[src/rtl/memory_arbiter_pkg.sv]
// memory_arbiter_pkg
// Shared types for the multi-core memory arbiter.
//   word_t      : one RAM word
//   ramstate_t  : RAM handshake state (FREE/BUSY/ACCESS/ERROR)
//   arb_state_t : arbiter FSM states
//   rr_advance  : round-robin pointer step after a grant
package memory_arbiter_pkg;

  typedef logic [31:0] word_t;

  typedef enum logic [1:0] {
    FREE   = 2'd0,
    BUSY   = 2'd1,
    ACCESS = 2'd2,
    ERROR  = 2'd3
  } ramstate_t;

  typedef enum logic [1:0] {
    IDLE    = 2'd0,
    GRANT_D = 2'd1,
    GRANT_I = 2'd2
  } arb_state_t;

  // The requester after the winner gets first look next time.
  function automatic int rr_advance(input int winner, input int n);
    return (winner + 1) % n;
  endfunction

endpackage

[src/rtl/memory_arbiter_if.sv]
// memory_arbiter_if
// Bundles the per-core cache request/response signals and the single RAM port.
//   Cache side : iREN/iaddr -> iwait/iload, dREN/dWEN/daddr/dstore -> dwait/dload
//   RAM side   : ramREN/ramWEN/ramaddr/ramstore -> ramload/ramstate
// Modports:
//   slave  : the arbiter (consumes requests, drives waits and RAM strobes)
//   master : the caches plus RAM model surrounding it
interface memory_arbiter_if
  import memory_arbiter_pkg::*;
#(
  parameter int NCORES = 2,
  parameter int WORD_W = 32
) ();

  logic [NCORES-1:0]             iREN;
  logic [NCORES-1:0][WORD_W-1:0] iaddr;
  logic [NCORES-1:0]             iwait;
  logic [WORD_W-1:0]             iload;

  logic [NCORES-1:0]             dREN;
  logic [NCORES-1:0]             dWEN;
  logic [NCORES-1:0][WORD_W-1:0] daddr;
  logic [NCORES-1:0][WORD_W-1:0] dstore;
  logic [NCORES-1:0]             dwait;
  logic [WORD_W-1:0]             dload;

  logic                          ramREN;
  logic                          ramWEN;
  logic [WORD_W-1:0]             ramaddr;
  logic [WORD_W-1:0]             ramstore;
  logic [WORD_W-1:0]             ramload;
  ramstate_t                     ramstate;

  modport slave (
    input  iREN, iaddr, dREN, dWEN, daddr, dstore, ramload, ramstate,
    output iwait, iload, dwait, dload, ramREN, ramWEN, ramaddr, ramstore
  );

  modport master (
    output iREN, iaddr, dREN, dWEN, daddr, dstore, ramload, ramstate,
    input  iwait, iload, dwait, dload, ramREN, ramWEN, ramaddr, ramstore
  );

endinterface

[src/rtl/memory_arbiter_rr_picker.sv]
// rr_picker
// Combinational round-robin selector over N request lines.
//   req   in  N   request vector
//   ptr   in  IW  index where the search starts
//   valid out 1   some request is high
//   idx   out IW  first requesting index at or after ptr (wrapping)
module rr_picker #(
  parameter  int N  = 2,
  localparam int IW = (N > 1) ? $clog2(N) : 1
) (
  input  logic [N-1:0]  req,
  input  logic [IW-1:0] ptr,
  output logic          valid,
  output logic [IW-1:0] idx
);

  int cand;

  // Walk the offsets from farthest to nearest so the nearest hit is the
  // last assignment and therefore the winner.
  always_comb begin
    valid = 1'b0;
    idx   = '0;
    cand  = 0;
    for (int k = N - 1; k >= 0; k--) begin
      cand = (int'(ptr) + k) % N;
      if (req[IW'(cand)]) begin
        valid = 1'b1;
        idx   = IW'(cand);
      end
    end
  end

endmodule

[src/rtl/memory_arbiter.sv]
// memory_arbiter
// Shares one RAM port among NCORES cores (one icache + one dcache each).
// Dcaches outrank icaches, round robin inside each class; a dcache keeps the
// port for a whole block until it drops its request, and one icache word is
// owed after every dcache tenure so instruction fetch cannot starve.
//   CLK   in  clock
//   nRST  in  asynchronous active-low reset
//   bus   slave modport of memory_arbiter_if (cache requests, RAM port)
module memory_arbiter
  import memory_arbiter_pkg::*;
#(
  parameter int NCORES = 2,
  parameter int WORD_W = 32
) (
  input logic             CLK,
  input logic             nRST,
  memory_arbiter_if.slave bus
);

  localparam int IW = (NCORES > 1) ? $clog2(NCORES) : 1;

  arb_state_t        state, state_next;
  logic [IW-1:0]     owner, owner_next;
  logic [IW-1:0]     d_rr, d_rr_next;
  logic [IW-1:0]     i_rr, i_rr_next;
  logic              i_owed, i_owed_next;

  logic [NCORES-1:0] d_req;
  logic              d_valid, i_valid;
  logic [IW-1:0]     d_idx, i_idx;
  logic              ram_ready;

  logic [NCORES-1:0] d_wait, i_wait;
  logic              ram_ren, ram_wen;
  logic [WORD_W-1:0] ram_addr, ram_store;

  assign d_req     = bus.dREN | bus.dWEN;
  assign ram_ready = (bus.ramstate == ACCESS);

  rr_picker #(.N(NCORES)) d_pick (
    .req   (d_req),
    .ptr   (d_rr),
    .valid (d_valid),
    .idx   (d_idx)
  );

  rr_picker #(.N(NCORES)) i_pick (
    .req   (bus.iREN),
    .ptr   (i_rr),
    .valid (i_valid),
    .idx   (i_idx)
  );

  always_ff @(posedge CLK or negedge nRST) begin
    if (!nRST) begin
      state  <= IDLE;
      owner  <= '0;
      d_rr   <= '0;
      i_rr   <= '0;
      i_owed <= 1'b0;
    end else begin
      state  <= state_next;
      owner  <= owner_next;
      d_rr   <= d_rr_next;
      i_rr   <= i_rr_next;
      i_owed <= i_owed_next;
    end
  end

  // An owed icache word beats any dcache; otherwise dcaches go first.
  // ERROR and FREE look like BUSY here: the grant simply stays put.
  always_comb begin
    state_next  = state;
    owner_next  = owner;
    d_rr_next   = d_rr;
    i_rr_next   = i_rr;
    i_owed_next = i_owed;
    case (state)
      IDLE: begin
        if (i_owed && i_valid) begin
          state_next = GRANT_I;
          owner_next = i_idx;
          i_rr_next  = IW'(rr_advance(int'(i_idx), NCORES));
        end else if (d_valid) begin
          state_next = GRANT_D;
          owner_next = d_idx;
          d_rr_next  = IW'(rr_advance(int'(d_idx), NCORES));
        end else if (i_valid) begin
          state_next = GRANT_I;
          owner_next = i_idx;
          i_rr_next  = IW'(rr_advance(int'(i_idx), NCORES));
        end
      end
      GRANT_D: begin
        if (!d_req[owner]) begin
          state_next = IDLE;
          if (|bus.iREN) begin
            i_owed_next = 1'b1;
          end
        end
      end
      GRANT_I: begin
        if (ram_ready) begin
          state_next  = IDLE;
          i_owed_next = 1'b0;
        end else if (!bus.iREN[owner]) begin
          state_next = IDLE;
        end
      end
      default: state_next = IDLE;
    endcase
  end

  // RAM port steering; a dcache asserting both strobes is treated as a write.
  always_comb begin
    d_wait    = '1;
    i_wait    = '1;
    ram_ren   = 1'b0;
    ram_wen   = 1'b0;
    ram_addr  = '0;
    ram_store = '0;
    case (state)
      GRANT_D: begin
        ram_addr      = bus.daddr[owner];
        ram_store     = bus.dstore[owner];
        ram_wen       = bus.dWEN[owner];
        ram_ren       = bus.dREN[owner] & ~bus.dWEN[owner];
        d_wait[owner] = ~ram_ready;
      end
      GRANT_I: begin
        ram_ren       = 1'b1;
        ram_addr      = bus.iaddr[owner];
        i_wait[owner] = ~ram_ready;
      end
      default: ;
    endcase
  end

  assign bus.dwait    = d_wait;
  assign bus.iwait    = i_wait;
  assign bus.ramREN   = ram_ren;
  assign bus.ramWEN   = ram_wen;
  assign bus.ramaddr  = ram_addr;
  assign bus.ramstore = ram_store;
  assign bus.iload    = bus.ramload;
  assign bus.dload    = bus.ramload;

endmodule

[src/flat_wrapper.sv]
// flat-port wrapper written by rule: the top's interface ports become plain ports
module memory_arbiter_flat import memory_arbiter_pkg::*;
#(
  parameter int NCORES = 2,
  parameter int WORD_W = 32
)
  (CLK, nRST, bus_iREN, bus_iaddr, bus_dREN, bus_dWEN, bus_daddr, bus_dstore, bus_ramload, bus_ramstate, bus_iwait, bus_iload, bus_dwait, bus_dload, bus_ramREN, bus_ramWEN, bus_ramaddr, bus_ramstore);
  memory_arbiter_if #(.NCORES(NCORES), .WORD_W(WORD_W)) bus_i ();
  input logic CLK;
  input logic nRST;
  input wire logic [$bits(bus_i.iREN)-1:0] bus_iREN;
  input wire logic [$bits(bus_i.iaddr)-1:0] bus_iaddr;
  input wire logic [$bits(bus_i.dREN)-1:0] bus_dREN;
  input wire logic [$bits(bus_i.dWEN)-1:0] bus_dWEN;
  input wire logic [$bits(bus_i.daddr)-1:0] bus_daddr;
  input wire logic [$bits(bus_i.dstore)-1:0] bus_dstore;
  input wire logic [$bits(bus_i.ramload)-1:0] bus_ramload;
  input wire logic [$bits(bus_i.ramstate)-1:0] bus_ramstate;
  output wire logic [$bits(bus_i.iwait)-1:0] bus_iwait;
  output wire logic [$bits(bus_i.iload)-1:0] bus_iload;
  output wire logic [$bits(bus_i.dwait)-1:0] bus_dwait;
  output wire logic [$bits(bus_i.dload)-1:0] bus_dload;
  output wire logic [$bits(bus_i.ramREN)-1:0] bus_ramREN;
  output wire logic [$bits(bus_i.ramWEN)-1:0] bus_ramWEN;
  output wire logic [$bits(bus_i.ramaddr)-1:0] bus_ramaddr;
  output wire logic [$bits(bus_i.ramstore)-1:0] bus_ramstore;
  assign bus_i.iREN = bus_iREN;
  assign bus_i.iaddr = bus_iaddr;
  assign bus_i.dREN = bus_dREN;
  assign bus_i.dWEN = bus_dWEN;
  assign bus_i.daddr = bus_daddr;
  assign bus_i.dstore = bus_dstore;
  assign bus_i.ramload = bus_ramload;
  assign bus_i.ramstate = bus_ramstate;
  assign bus_iwait = bus_i.iwait;
  assign bus_iload = bus_i.iload;
  assign bus_dwait = bus_i.dwait;
  assign bus_dload = bus_i.dload;
  assign bus_ramREN = bus_i.ramREN;
  assign bus_ramWEN = bus_i.ramWEN;
  assign bus_ramaddr = bus_i.ramaddr;
  assign bus_ramstore = bus_i.ramstore;
  memory_arbiter #(.NCORES(NCORES), .WORD_W(WORD_W)) u_core (.CLK(CLK), .nRST(nRST), .bus(bus_i));
endmodule
[config.mk]
export PLATFORM = sky130hd
export DESIGN_NAME = memory_arbiter_flat
export DESIGN_NICKNAME = d
export VERILOG_FILES = /design/src/rtl/memory_arbiter_pkg.sv /design/src/rtl/memory_arbiter_if.sv /design/src/rtl/memory_arbiter_rr_picker.sv /design/src/rtl/memory_arbiter.sv /design/src/flat_wrapper.sv
export SDC_FILE = /design/constraint.sdc
export NUM_CORES = 1
export LEC_CHECK = 0
export ABC_CLOCK_PERIOD_IN_PS = 2430
export CORE_AREA = 2 2 142 144
export DETAILED_ROUTE_END_ITERATION = 16
export DIE_AREA = 0 0 144 146
export GPL_TIMING_DRIVEN = 0
export PLACE_DENSITY_LB_ADDON = 0.12
export RECOVER_POWER = 25
export SYNTH_ARGS = -nofsm -noshare
export SYNTH_HDL_FRONTEND = slang
export SYNTH_SLANG_ARGS = --single-unit
[constraint.sdc]
create_clock -name CLK -period 2.43 [get_ports CLK]
set_clock_uncertainty 0.1 [all_clocks]
set_input_delay 0.486 -clock CLK [delete_from_list [all_inputs] [get_ports CLK]]
set_output_delay 0.486 -clock CLK [all_outputs]
set_load 0.005 [all_outputs]
==> results_dict.tcl <==
set metrics [dict create \
    grtUsageTotal_pct 13.4 \
    post_syn_area_um2 2670 \
    cts_tree "built" \
    postPlaceCellArea_um2 6360 \
    yosysSeqAreaShare_pct 5.62 \
    detail-route-antenna-nets 0 \
    final_period_minus_worst_setup_slack_ps 2530 \
    n_antenna_cell 0 \
    vdd_drop_max_mv 0.232 \
    synth.net_count 570 \
    numCtsBuffers 3 \
    via_count 3711 \
    setup_ws_ps -97.6 \
    cts.clk_slew.worst_paths_ps 30 \
    hold-path-endpoint "u_core.i_rr" \
    die_h_um 146 \
    outcome "finished, violations left" \
    drt_pass1_iterations 4 \
    tightest_slew_ps 293 \
    report.final.slew_viol_count 0 \
    setup_tns_ps -97.6 \
    drt_wl_total_um 15800 \
    hpwl_um 13600 \
    path_max_fanout 10 \
    nFillCells 2018 \
    post_synth_inst_count 332 \
    timing.critical_path.to_type "primary output" \
    rsz0062_at_grt "true" \
    timing_hold_violations_final 0 \
    dr.first_iter.drc_count 43 \
    root_buffer "sky130_fd_sc_hd__clkbuf_16" \
    core.rowCount 51 \
    r2r_slack_ps 630 \
    yosys_warnings 0 \
    synth.avg_cell_area_um2 8.05 \
    die-area_um2 21000 \
    min_path_type "flop to flop" \
    final.period_utilization_pct 104 \
    initial_utilization_pct 13.8 \
    leakage_nw 3.24 \
    dr_drc_count 0 \
    failed_checks "negative setup slack" \
    placeableCoreArea_um2 19300 \
    cts_sinks 6 \
    setup-violations-final 1 \
    final_layout_size_suffix_gt1_share_pct 30.4 \
    finalInstanceArea_um2 6950 \
    timing.rr.end "u_core.state[1]" \
    io_pins 368 \
    viasPerCell 3.92 \
    synth.ff_latch_count 6 \
    max-cap-violations 0 \
    clock_tree.htree_level_count 1 \
    cts-root-to-sink-buffers 2 \
    area_growth_syn_to_layout_pct 160 \
    number_of_antenna_violations_at_the_first_check_in_global_routing 0 \
    r2r_worst_path_depth 7 \
    element_type_at_the_critical_path_start "flop" \
    largest_net_degree_at_the_start_of_global_routing 11 \
    holdPathStages 1 \
    grt_first_pass_wirelength_um 22000 \
    buffer_ports.inserted 335 \
    regToRegStartpoint "u_core.owner" \
    fin_nets 921 \
    overflow 0 \
    number_of_global_route_vias_before_repair 3925 \
    maxSlewHeadroom_pct 80.4 \
    clk_latency_ps 230 \
    pre_cts_slack_ps -564 \
    maximum_frequency_from_static_timing_analysis_mhz 396 \
    worstSetupPathType "flop to primary output" \
    cell_variety_after_synth 31 \
    wl_per_cell_um 16.7 \
    die_width_um 144 \
    gp_routability_congestion 0.791 \
    arrival_ps 1940 \
    final_util_pct 36.0 \
    holdCritStartpoint "u_core.i_rr" \
    powerDensity_nw_per_um2 684 \
    timing.critical_path.required_ps 1840 \
]
==> Yosys cell counts, drive strengths merged <==
library cell / instances / share of area [%]
or2: 1 / 0.23
mux2i: 34 / 13
nand3b: 1 / 0.28
a22oi: 32 / 9.0
a32o: 2 / 0.75
a221o: 1 / 0.37
dfrtp: 6 / 5.6
nor3b: 1 / 0.28
buf: 78 / 22
nor2: 35 / 4.9
nand2: 5 / 0.70
a31oi: 1 / 0.23
nand3: 5 / 0.94
a21o: 1 / 0.28
clkinv: 1 / 0.14
a21oi: 3 / 0.56
o21ai: 2 / 0.51
clkbuf: 11 / 1.5
o311ai: 1 / 0.33
inv: 3 / 0.42
nor2b: 35 / 8.2
mux2: 64 / 27
nor3: 1 / 0.19
xnor2: 2 / 0.66
ha: 4 / 1.9
o32ai: 1 / 0.33
o221ai: 1 / 0.33
==> report_power, final <==
group | switching (mW) | internal (mW)
clock | 0.0541 | 0.211
combinational | 1.73 | 2.56
sequential | 0.0492 | 0.153
total | 1.83 | 2.92
==> layer usage <==
layer	vias to the layer above	global-route usage [%]	wire length (um)	share of wire (%)
met1	1681	13.4	5350	34
met2	220	27.5	8640	55
met5	-	0	0	0
li1	1804	-	-	-
met3	6	4.31	1750	11
met4	0	0.980	57	0.36
==> critical path, cell delays in order (launching register included) <==
cell	delay [ps]
sky130_fd_sc_hd__dfrtp_2	410
sky130_fd_sc_hd__buf_12	150
sky130_fd_sc_hd__buf_12	130
sky130_fd_sc_hd__mux2_2	340
sky130_fd_sc_hd__a22oi_2	170
sky130_fd_sc_hd__nor2b_1	60
sky130_fd_sc_hd__clkdlybuf4s50_1	450
==> sequential cells by signal, indices dropped and copies added (netlist names) <==
| signal | count |
|---|---|
| u_core.owner | 1 |
| u_core.i_owed | 1 |
| u_core.i_rr | 1 |
| u_core.d_rr | 1 |
| u_core.state | 2 |
==> metrics by stage <==
| step | cells | power (mW) | hold slack, ps |
|---|---|---|---|
| 2_1_floorplan | 332 | 2.21 | 90.4 |
| 4_1_cts | 938 | 4.57 | 380 |
| 6_report | 946 | 4.75 | 376 |
| 3_3_place_gp | 932 | 3.87 | 365 |
| 5_1_grt | 946 | 5.10 | 393 |
| 3_5_place_dp | 932 | 3.89 | 375 |
==> worst max path at each step <==
stage          slack [ps]       startpoint              end  cells past startpoint
5_1_grt              -170     u_core.owner   bus_ramaddr[4]                      6
2_1_floorplan         490  u_core.state[1]  bus_ramaddr[23]                      6
6_report             -100     u_core.owner   bus_ramaddr[4]                      6
3_3_place_gp         -530  u_core.state[1]       bus_ramREN                      7
4_1_cts              -170     u_core.owner  bus_ramaddr[26]                      6
3_5_place_dp         -560  u_core.state[1]       bus_ramREN                      7
==> cells in the final DEF, fill, tap and decap left out, types with 2 or more instances in the layout <==
cell type	instances
sky130_fd_sc_hd__buf_12	10
sky130_fd_sc_hd__a32o_1	2
sky130_fd_sc_hd__nor2_1	34
sky130_fd_sc_hd__buf_6	3
sky130_fd_sc_hd__xnor2_1	2
sky130_fd_sc_hd__clkbuf_8	9
sky130_fd_sc_hd__dlygate4sd3_1	29
sky130_fd_sc_hd__ha_4	3
sky130_fd_sc_hd__dfrtp_1	3
sky130_fd_sc_hd__dlymetal6s2s_1	25
sky130_fd_sc_hd__inv_2	2
sky130_fd_sc_hd__buf_4	72
sky130_fd_sc_hd__dfrtp_2	3
sky130_fd_sc_hd__clkdlybuf4s50_1	236
sky130_fd_sc_hd__nor2b_1	34
sky130_fd_sc_hd__clkbuf_2	6
sky130_fd_sc_hd__buf_8	2
sky130_fd_sc_hd__dlygate4sd2_1	39
sky130_fd_sc_hd__a22oi_2	18
sky130_fd_sc_hd__a22oi_1	14
sky130_fd_sc_hd__clkbuf_4	2
sky130_fd_sc_hd__nand2_1	5
sky130_fd_sc_hd__clkbuf_16	5
sky130_fd_sc_hd__mux2_2	63
sky130_fd_sc_hd__nand3_1	5
sky130_fd_sc_hd__mux2i_1	33
sky130_fd_sc_hd__a21oi_1	3
==> logic make-up (layout without fill, tap and decap cells) <==
group / after synthesis / count (layout) / share of synthesized area (%)
DFF: 6 / 6 / 5.62
muxes: 98 / 98 / 39.7
xor gates and xnor gates: 2 / 2 / 0.655
buffers and inverters: 93 / 442 / 23.8
AOI/OAI and AO/OA: 45 / 45 / 12.7
and+or+nand+nor: 84 / 84 / 15.7
adders and majority gates: 4 / 4 / 1.87
==> cell type report <==
cell class	count	area, um2	share of cell area, %
buffer	89	863	12.4
sequential	6	154	2.21
tap	265	332	4.77
multi-input combinational	233	2040	29.4
clock buffer	3	75.1	1.08
timing repair buffer	346	3470	49.9
inverter	4	20.0	0.288
==> what timing repair did <==
item / CTS / global route
setup endpoints to repair: 70 / 44
hold buffers: 0 / 0
endpoints found under the hold margin: 0 / 0
gates resized for setup: 126 / 65
gates cloned: 0 / 2
buffers inserted: 3 / 6
pin swaps: 1 / 2
Note: power is estimated with default switching activity, not from simulation.
